`src/rtl/scan_display_decoder_if.sv`:
```
// Scan-display decoder bus.
// Groups the multiplexed display inputs and the decoded frame outputs.
//   seg         : segment bus, active-low, seg[6]=a ... seg[0]=g
//   ga          : digit anodes, active-low, ga[3]=digit 3 (leftmost)
//   value       : last complete frame, value[15:12]=digit 3
//   frame_valid : one-cycle pulse when value updates
//   err         : one-cycle pulse on a stable illegal pattern
//   stalled     : watchdog level flag
// master drives the display side; slave is the decoder.
interface scan_display_decoder_if;
  logic [6:0]  seg;
  logic [3:0]  ga;
  logic [15:0] value;
  logic        frame_valid;
  logic        err;
  logic        stalled;

  modport master (
    output seg,
    output ga,
    input  value,
    input  frame_valid,
    input  err,
    input  stalled
  );

  modport slave (
    input  seg,
    input  ga,
    output value,
    output frame_valid,
    output err,
    output stalled
  );
endinterface

```
`src/rtl/scan_display_decoder.sv`:
```
// Scan-display decoder.
// Watches a multiplexed 4-digit 7-segment display (active-low segments and
// anodes), waits for each (seg, ga) pattern to dwell STABLE_CYCLES cycles,
// decodes the digit and assembles a full 4-digit frame starting at digit 3.
// Ports:
//   clk   : clock, all logic on posedge
//   rst_n : synchronous active-low reset
//   bus   : scan_display_decoder_if.slave (seg, ga in; value, frame_valid,
//           err, stalled out)
// Optional feature: define SCAN_TIMEOUT_EN to build the idle watchdog that
// drives stalled; otherwise stalled is tied low.
module scan_display_decoder #(
  parameter int unsigned STABLE_CYCLES  = 1000,
  parameter int unsigned TIMEOUT_CYCLES = 4000000
) (
  input logic                   clk,
  input logic                   rst_n,
  scan_display_decoder_if.slave bus
);

  localparam int unsigned CntW = 16;
  localparam logic [CntW-1:0] StableMax  = CntW'(STABLE_CYCLES);
  localparam logic [CntW-1:0] StableLast = CntW'(STABLE_CYCLES - 1);

  if (STABLE_CYCLES < 2 || STABLE_CYCLES > 65535 || TIMEOUT_CYCLES < 1) begin : g_param_check
    $error("scan_display_decoder: parameter out of range");
  end

  typedef enum logic [1:0] {StHunt, StCollect, StEmit} state_e;

  logic [6:0]      r_seg_s1, r_seg_s2;
  logic [3:0]      r_ga_s1, r_ga_s2;
  logic [CntW-1:0] r_cnt;
  state_e          r_state;
  logic [3:0]      r_mask;
  logic [15:0]     r_hold;
  logic [15:0]     r_value;
  logic            r_frame_valid;
  logic            r_err;

  logic            w_same;
  logic            w_capture;
  logic            w_seg_ok;
  logic [3:0]      w_nibble;
  logic            w_blank;
  logic            w_onehot;
  logic [1:0]      w_digit;
  logic            w_valid_cap;
  logic            w_bad_cap;
  logic [3:0]      w_mask_next;

  // Two-flop synchronizer; idles at all ones (display dark).
  always_ff @(posedge clk) begin
    if (!rst_n) begin
      r_seg_s1 <= '1;
      r_seg_s2 <= '1;
      r_ga_s1  <= '1;
      r_ga_s2  <= '1;
    end else begin
      r_seg_s1 <= bus.seg;
      r_seg_s2 <= r_seg_s1;
      r_ga_s1  <= bus.ga;
      r_ga_s2  <= r_ga_s1;
    end
  end

  // Stage 1 is next cycle's stage 2, so comparing them tells whether the
  // sampled pattern is about to change.
  assign w_same    = ({r_seg_s1, r_ga_s1} == {r_seg_s2, r_ga_s2});
  // Fires once per dwell, on the step from STABLE_CYCLES-1 to STABLE_CYCLES.
  assign w_capture = w_same && (r_cnt == StableLast);

  always_ff @(posedge clk) begin
    if (!rst_n) begin
      r_cnt <= '0;
    end else if (!w_same) begin
      r_cnt <= '0;
    end else if (r_cnt != StableMax) begin
      r_cnt <= r_cnt + 16'd1;
    end
  end

  always_comb begin
    w_seg_ok = 1'b1;
    w_nibble = 4'h0;
    case (r_seg_s2)
      7'h01:   w_nibble = 4'h0;
      7'h4F:   w_nibble = 4'h1;
      7'h12:   w_nibble = 4'h2;
      7'h06:   w_nibble = 4'h3;
      7'h4C:   w_nibble = 4'h4;
      7'h24:   w_nibble = 4'h5;
      7'h20:   w_nibble = 4'h6;
      7'h0F:   w_nibble = 4'h7;
      7'h00:   w_nibble = 4'h8;
      7'h04:   w_nibble = 4'h9;
      7'h08:   w_nibble = 4'hA;
      7'h60:   w_nibble = 4'hB;
      7'h31:   w_nibble = 4'hC;
      7'h42:   w_nibble = 4'hD;
      7'h30:   w_nibble = 4'hE;
      7'h38:   w_nibble = 4'hF;
      default: w_seg_ok = 1'b0;
    endcase
  end

  always_comb begin
    w_blank  = 1'b0;
    w_onehot = 1'b1;
    w_digit  = 2'd0;
    case (r_ga_s2)
      4'b1110: w_digit = 2'd0;
      4'b1101: w_digit = 2'd1;
      4'b1011: w_digit = 2'd2;
      4'b0111: w_digit = 2'd3;
      4'b1111: begin
        w_blank  = 1'b1;
        w_onehot = 1'b0;
      end
      default: w_onehot = 1'b0;
    endcase
  end

  assign w_valid_cap = w_capture && w_onehot && w_seg_ok;
  // Blank periods are silent; everything else that is not a clean digit errs.
  assign w_bad_cap   = w_capture && !w_blank && !(w_onehot && w_seg_ok);
  assign w_mask_next = r_mask | (4'b0001 << w_digit);

  always_ff @(posedge clk) begin
    if (!rst_n) begin
      r_state       <= StHunt;
      r_mask        <= '0;
      r_hold        <= '0;
      r_value       <= '0;
      r_frame_valid <= 1'b0;
      r_err         <= 1'b0;
    end else begin
      r_frame_valid <= 1'b0;
      r_err         <= w_bad_cap;
      case (r_state)
        StHunt: begin
          if (w_valid_cap && (w_digit == 2'd3)) begin
            r_hold[15:12] <= w_nibble;
            r_mask        <= 4'b1000;
            r_state       <= StCollect;
          end
        end
        StCollect: begin
          if (w_valid_cap) begin
            r_hold[{w_digit, 2'b00} +: 4] <= w_nibble;
            r_mask                        <= w_mask_next;
            if (w_mask_next == 4'hF) begin
              r_state <= StEmit;
            end
          end
        end
        StEmit: begin
          r_value       <= r_hold;
          r_frame_valid <= 1'b1;
          r_mask        <= '0;
          r_state       <= StHunt;
        end
        default: r_state <= StHunt;
      endcase
    end
  end

  assign bus.value       = r_value;
  assign bus.frame_valid = r_frame_valid;
  assign bus.err         = r_err;

`ifdef SCAN_TIMEOUT_EN
  logic [31:0] r_idle;

  always_ff @(posedge clk) begin
    if (!rst_n) begin
      r_idle <= '0;
    end else if (w_valid_cap) begin
      r_idle <= '0;
    end else if (r_idle != 32'hFFFF_FFFF) begin
      r_idle <= r_idle + 32'd1;
    end
  end

  assign bus.stalled = (r_idle >= 32'(TIMEOUT_CYCLES));
`else
  assign bus.stalled = 1'b0;
`endif

endmodule

```
`src/flat_wrapper.sv`:
```
// flat-port wrapper written by rule: the top's interface ports become plain ports
module scan_display_decoder_flat 
#(
  parameter int unsigned STABLE_CYCLES  = 1000,
  parameter int unsigned TIMEOUT_CYCLES = 4000000
)
  (clk, rst_n, bus_seg, bus_ga, bus_value, bus_frame_valid, bus_err, bus_stalled);
  scan_display_decoder_if bus_i ();
  input logic clk;
  input logic rst_n;
  input wire logic [$bits(bus_i.seg)-1:0] bus_seg;
  input wire logic [$bits(bus_i.ga)-1:0] bus_ga;
  output wire logic [$bits(bus_i.value)-1:0] bus_value;
  output wire logic [$bits(bus_i.frame_valid)-1:0] bus_frame_valid;
  output wire logic [$bits(bus_i.err)-1:0] bus_err;
  output wire logic [$bits(bus_i.stalled)-1:0] bus_stalled;
  assign bus_i.seg = bus_seg;
  assign bus_i.ga = bus_ga;
  assign bus_value = bus_i.value;
  assign bus_frame_valid = bus_i.frame_valid;
  assign bus_err = bus_i.err;
  assign bus_stalled = bus_i.stalled;
  scan_display_decoder #(.STABLE_CYCLES(STABLE_CYCLES), .TIMEOUT_CYCLES(TIMEOUT_CYCLES)) u_core (.clk(clk), .rst_n(rst_n), .bus(bus_i));
endmodule
```
`config.mk`:
```
export PLATFORM = sky130hd
export DESIGN_NAME = scan_display_decoder_flat
export DESIGN_NICKNAME = d
export VERILOG_FILES = /design/src/rtl/scan_display_decoder_if.sv /design/src/rtl/scan_display_decoder.sv /design/src/flat_wrapper.sv
export SDC_FILE = /design/constraint.sdc
export NUM_CORES = 1
export LEC_CHECK = 0
export ABC_AREA = 1
export CORE_ASPECT_RATIO = 1.4
export CORE_UTILIZATION = 25
export DETAILED_ROUTE_END_ITERATION = 16
export GPL_TIMING_DRIVEN = 0
export SYNTH_ARGS = -nofsm -noshare
export SYNTH_HDL_FRONTEND = slang
export SYNTH_SLANG_ARGS = --single-unit
```
`constraint.sdc`:
```
create_clock -name clk -period 2.7 [get_ports clk]
set_input_delay 0.405 -clock clk [delete_from_list [all_inputs] [get_ports clk]]
set_output_delay 0.405 -clock clk [all_outputs]
set_load 0.03 [all_outputs]
```
* Yosys cells after proc, flatten, opt, wreduce, memory -nomap -nowiden
Cells that the tools add are included.
Storage, ports and cells: register bits after elaboration 78, bits in latches 0, bits in writable memories 0, ROM bits 0, bits of input ports 13, output and inout port bits 19, word-level logic and storage cells 85, memories 0
Operators by class: $add $sub $neg 2, $mul 0, divide/modulo/power cells 0, order comparisons 0, equal/unequal tests 30, shift-type cells 3, muxes and demuxes 17, bitwise gates (word level) 1, reduce and logical (&&, ||, !) cells 20
Operators with widths (number):
- 4-bit case mux with 15 select lines | 1
- 7-bit by 6-bit == test with 1-bit output (second input constant) | 5
- 7-bit == test (second input constant) | 4
- 4-bit == test (second input constant) | 5
- 16-bit by 1-bit adder with 16-bit output (second input constant) | 1
- 16-bit bitwise mux | 1
- 16-bit by 10-bit == test with 1-bit output (second input constant) | 1
- 16-bit 2-to-1 mux | 1
- 16-bit by 10-bit != test with 1-bit output (second input constant) | 1
- 16-bit OR reduction | 1
- 4-bit by 6-bit variable shift with 16-bit output (first input constant) | 1
- 4-bit by 6-bit indexed part select with 16-bit output | 1
- 7-bit by 3-bit == test with 1-bit output (second input constant) | 2
- 7-bit by 4-bit == test with 1-bit output (second input constant) | 2
- 4-bit 2-to-1 mux | 3
- 4-bit case mux with 3 select lines | 1
- 11-bit == test | 1
- 3-bit AND reduction | 3
- 4-bit case mux with 2 select lines | 1
- 7-bit by 1-bit == test with 1-bit output (second input constant) | 1
- 7-bit by 5-bit == test with 1-bit output (second input constant) | 1
- 1-bit logical AND | 7
- 7-bit zero test | 1
- 2-bit 2-to-1 mux | 3
- other kinds (16) | 24

* Longest topological paths before layout
word-level depth 8, mapped depth 16, mapped depth without buffers 14

* Least setup slack after synthesis
OpenSTA, ideal clock, no wires.
path kind register -> register, start register u_core.r_ga_s2[3], end register u_core.r_state[0], library setup time 0.113 ns, arrival 2.022 ns, data required time 2.587 ns, slack 0.565 ns, stages on the path, launching flop included 13, buffers on the path 0, clock period less this slack 2.135 ns, path through dfxtp_1 nand2_1 inv_1 a31oi_1 inv_1 ha_1 or2_2 o21ai_0 o21ai_0 nand3_1 nand2_1 nand2_1 nor2_1
Between the ends: longest elaborated chain between the ends 8, elaborated cells between the ends (all ways) 20, classes of those cells eq/ne: 10; shift: 1; mux: 2; bitwise: 1; reduce/logical: 6
RTL lines:
- start: declaration | RTL line scan_display_decoder.sv:32 | logic [3:0] r_ga_s1, r_ga_s2;
- start signal: assignment | RTL line scan_display_decoder.sv:63 | r_ga_s2 <= r_ga_s1;
- branches (longest 7 deep; another with 4-bit by 3-bit == test with 1-bit output)
- 3-bit AND reduction (no source line) *
- end signal: assignment | RTL line scan_display_decoder.sv:131 | r_state <= StHunt;
- end signal: assignment | RTL line scan_display_decoder.sv:145 | r_state <= StCollect;
- end signal: assignment | RTL line scan_display_decoder.sv:153 | r_state <= StEmit;
- end: declaration | RTL line scan_display_decoder.sv:34 | state_e r_state;
Every way passes the cells marked *. A chain may end at the register's enable or synchronous reset.

* Worst setup path after layout
Same ends and word-level chain as after synthesis.

==> parameters.txt <==
Parameter                              Value

Outcome
  Outcome ... finished clean

Final layout
  Final net count ... 670
  Final instance area ... 4950 um^2
  Filler cells ... 1753
  Fraction of final layout cells with drive strength greater than 1 ... 10.6%
  Area Growth Syn to Fin ... 21.5%
  N_diodes ... 0

Floorplan
  Y dimension of the die ... 153 um
  Horizontal die dimension ... 110 um
  Top Ports ... 32
  Core ar. ... 15700 um^2
  Initial Utilization ... 25.9%
  Die Outline Area ... 16800 um^2
  Num rows ... 54

Run
  Maximum capacitance violations ... 0

CTS
  Buffer type at the clock tree root ... sky130_fd_sc_hd__clkbuf_16
  Count of H-tree levels built during CTS ... 3
  Clock transition time at the flip-flop clock pins of the worst setup and hold paths ... 0.06 ns
  CTS Buf Count ... 9
  Buffer depth of the longest clock path ... 2
  TritonCTS clock tree ... done
  Worst skew pair latency ... 0.34 ns
  Number of sinks on the clock net ... 78
  Hold buffer count at cts ... 0
  Post-CTS setup buffer count ... 0
  Cells resized by post-CTS repair ... 0

Global routing
  Wire length of the first global-routing pass ... 16000 um
  Largest net degree at the start of global routing ... 15
  Number of antenna violations at the first check in global routing ... 0
  Number of global-route vias before repair ... 3552
  GRT Residual Overflow ... 0
  Global router's overall resource usage ... 12.3%

Logic synthesis
  Synthesized cell area ... 4070 um^2
  Flop and latch count out of synthesis ... 78
  Unique cell type count in the Yosys netlist ... 36
  Synthesized netlist net count ... 629
  Total of warnings raised by yosys ... 0
  Post-Syn Area per Cell ... 6.76 um^2
  Post-synthesis cell count ... 602
  Sequential area share after synthesis ... 38.4%

STA
  Setup repair after global routing missed its margin ... no
  Max-slew headroom ... 61.7%
  Sum of negative setup slack ... 0 ns
  Final setup violating endpoints ... 0
  Worst clock skew ... 0.00818 ns
  Pins Over Slew Limit ... 0
  Transition time at the pin with the least slew margin ... 0.575 ns
  Period utilization ... 87.1%
  Hold violation count in the final report ... 0
  Clock period minus worst slack ... 2.35 ns
  Peak clock frequency supported by timing ... 425 MHz

Place
  Gpl congestion ... 0.892
  Placement Cell Area ... 4620 um^2
  Post-detailed-placement half-perimeter wirelength ... 7160 um
  Port bufs ... 30

Setup path
  Crit-path max FO ... 9
  Critical path cell sequence ... nand2_1 -> inv_1 -> a31oi_2 -> inv_1 -> ha_1 -> or2_2 -> o21ai_0 -> o21ai_0 -> nand3_1 -> nand2_1 -> nand2_1 -> nor2_1
  CP delay by family, top ... simple AND/OR/NAND/NOR gates
  Largest stage delay on the critical path ... 0.43 ns
  Classification of the worst setup path ... reg -> reg
  Data arrival time of the critical path ... 2.59 ns
  Data required, critical path ... 2.94 ns
  Most Frequent Cell on Critical Path ... sky130_fd_sc_hd__nand2_1
  Worst path buffer plus inverter count ... 2
  Worst setup EP type ... flop
  Startpoint type of the worst setup path ... flop
  Worst-path cell with the longest stage delay ... sky130_fd_sc_hd__a31oi_2

Route
  First-iteration detailed-routing DRC count ... 208
  Number of vias per cell after detailed routing ... 4.30
  Total number of vias ... 3627
  WL per Instance ... 11.0 um
  # DRC ... 0
  Drt total wl ... 9280 um
  Count of nets left with antenna violations after detail routing ... 0
  First-pass DRT Iterations ... 5

Hold path
  Worst hold path class ... reg -> reg

Power and ir drop
  Areal power density over the cells ... 533 nW/um^2
  Static leakage ... 2.14 nW
  Peak supply drop ... 0.344 mV
[cell families (layout without fill, tap and decap cells)]
kind of cell	Yosys count	in the layout	synth area share, %
AO/OA/AOI/OAI	65	65	8.33
XOR/XNOR	5	5	1.08
adder cells (fa/ha/maj)	14	14	4.30
buffers and inverters	87	133	8.55
flip-flops	78	78	38.4
other	1	1	0.0921
AND/OR/NAND/NOR	352	352	39.3
[cells in the final DEF (no fill, tap or decap), types with 2 or more instances in the layout]
cell type	count
sky130_fd_sc_hd__buf_2	2
sky130_fd_sc_hd__o21ai_0	26
sky130_fd_sc_hd__or2_2	17
sky130_fd_sc_hd__nor2_2	3
sky130_fd_sc_hd__inv_1	60
sky130_fd_sc_hd__nor4_1	4
sky130_fd_sc_hd__clkinv_4	3
sky130_fd_sc_hd__nand2_1	143
sky130_fd_sc_hd__clkbuf_16	9
sky130_fd_sc_hd__nand3_1	39
sky130_fd_sc_hd__buf_6	2
sky130_fd_sc_hd__ha_1	14
sky130_fd_sc_hd__bufinv_16	2
sky130_fd_sc_hd__a21oi_1	33
sky130_fd_sc_hd__nand3_2	3
sky130_fd_sc_hd__clkdlybuf4s50_1	30
sky130_fd_sc_hd__nor2_4	2
sky130_fd_sc_hd__nand4_1	14
sky130_fd_sc_hd__nor3_1	8
sky130_fd_sc_hd__nand2_2	2
sky130_fd_sc_hd__clkbuf_1	10
sky130_fd_sc_hd__inv_2	11
sky130_fd_sc_hd__xnor2_1	5
sky130_fd_sc_hd__dfxtp_1	78
sky130_fd_sc_hd__nand4_2	2
sky130_fd_sc_hd__nand2_4	2
sky130_fd_sc_hd__nor2_1	108
[flip-flops by register name, indices dropped and copies added, names as in the netlist]
name                    cells
u_core.bus.err              1
u_core.bus.frame_valid      1
u_core.bus.value           16
u_core.r_cnt               16
u_core.r_ga_s1              4
u_core.r_ga_s2              4
u_core.r_hold              16
u_core.r_mask               4
u_core.r_seg_s1             7
u_core.r_seg_s2             7
u_core.r_state              2
[cells in the mapped netlist]
master	instances	area, um^2
sky130_fd_sc_hd__nor3_2	1	10.0
sky130_fd_sc_hd__o21a_1	1	7.51
sky130_fd_sc_hd__nor3_4	1	16.3
sky130_fd_sc_hd__nand3b_1	1	7.51
sky130_fd_sc_hd__nand4_1	14	87.6
sky130_fd_sc_hd__nand3_2	3	30.0
sky130_fd_sc_hd__nand2_1	143	537
sky130_fd_sc_hd__dfxtp_1	78	1560
sky130_fd_sc_hd__clkbuf_1	10	37.5
sky130_fd_sc_hd__buf_2	2	10.0
sky130_fd_sc_hd__nand3_1	39	195
sky130_fd_sc_hd__conb_1	1	3.75
sky130_fd_sc_hd__inv_1	60	225
sky130_fd_sc_hd__nor2_4	2	22.5
sky130_fd_sc_hd__ha_1	14	175
sky130_fd_sc_hd__nand3_4	1	17.5
sky130_fd_sc_hd__a31oi_1	2	12.5
sky130_fd_sc_hd__o21ai_0	26	130
sky130_fd_sc_hd__o21ai_2	1	8.76
sky130_fd_sc_hd__inv_2	11	41.3
sky130_fd_sc_hd__clkinv_1	1	3.75
sky130_fd_sc_hd__nor3_1	8	40.0
sky130_fd_sc_hd__xnor2_1	5	43.8
sky130_fd_sc_hd__buf_6	2	22.5
sky130_fd_sc_hd__or2_2	17	106
sky130_fd_sc_hd__o211ai_1	1	7.51
sky130_fd_sc_hd__nor2_8	1	20.0
sky130_fd_sc_hd__nor2_2	3	18.8
sky130_fd_sc_hd__buf_4	1	7.51
sky130_fd_sc_hd__a21oi_1	33	165
sky130_fd_sc_hd__nand4_2	2	25.0
sky130_fd_sc_hd__nand2_2	2	12.5
sky130_fd_sc_hd__a211oi_1	1	7.51
sky130_fd_sc_hd__nand2_4	2	22.5
sky130_fd_sc_hd__nor2_1	108	405
sky130_fd_sc_hd__nor4_1	4	25.0
[final timing paths]
check | endpoint | from | slack, ns | cells past startpoint
max | u_core.r_state[0]$_SDFFE_PN0P_ | u_core.r_ga_s2[3]$_SDFF_PN1_ | 0.35 | 12
min | u_core.r_seg_s2[5]$_SDFF_PN1_ | u_core.r_seg_s1[5]$_SDFF_PN1_ | 0.45 | 2
max reg2reg | u_core.r_state[0]$_SDFFE_PN0P_ | u_core.r_ga_s2[3]$_SDFF_PN1_ | 0.35 | 12
min reg2reg | u_core.r_seg_s2[5]$_SDFF_PN1_ | u_core.r_seg_s1[5]$_SDFF_PN1_ | 0.45 | 2
[power breakdown]
group          total [W]  internal (W)  switching (W)  leakage, nW
logic           0.000150     0.0000561      0.0000944         1.35
registers        0.00118       0.00117      0.0000133        0.633
clock network    0.00131      0.000812       0.000495        0.156
total            0.00264       0.00203       0.000603         2.14
[per-stage QoR]
step	total power, W	cells	hold WS (ns)	worst slack (ns)	utilization, %
2_1_floorplan	0.00131	602	0.416	0.565	-
3_5_place_dp	0.00136	828	0.432	0.111	29.3
5_1_grt	0.00275	844	0.475	0.156	31.4
4_1_cts	0.00268	844	0.448	0.0967	31.4
3_3_place_gp	0.00136	828	0.428	0.128	29.3
6_report	0.00264	844	0.448	0.348	31.4
[final cells by class]
| type | count | area, um^2 | area share (%) |
|---|---|---|---|
| Clock buffer | 9 | 225 | 4.55 |
| Multi-Input combinational cell | 437 | 2170 | 43.8 |
| Timing Repair Buffer | 30 | 300 | 6.07 |
| Sequential cell | 78 | 1560 | 31.6 |
| Clock inverter | 7 | 98.8 | 2.00 |
| Tap cell | 196 | 245 | 4.96 |
| Inverter | 72 | 270 | 5.46 |
| Buffer | 15 | 77.6 | 1.57 |
[layer usage]
metal	GRT usage, %	vias up	wire [um]
li1	-	1998	-
met1	13.8	1554	4210
met2	20.7	53	4500
met3	3.16	22	295
met4	6.60	0	278
met5	0	-	0
[worst min-delay path: stages (launching register included)]
cell and delay (ns):
sky130_fd_sc_hd__dfxtp_1 0.32, sky130_fd_sc_hd__inv_1 0.05, sky130_fd_sc_hd__nand2_1 0.04
(Power assumes the default switching activity.)
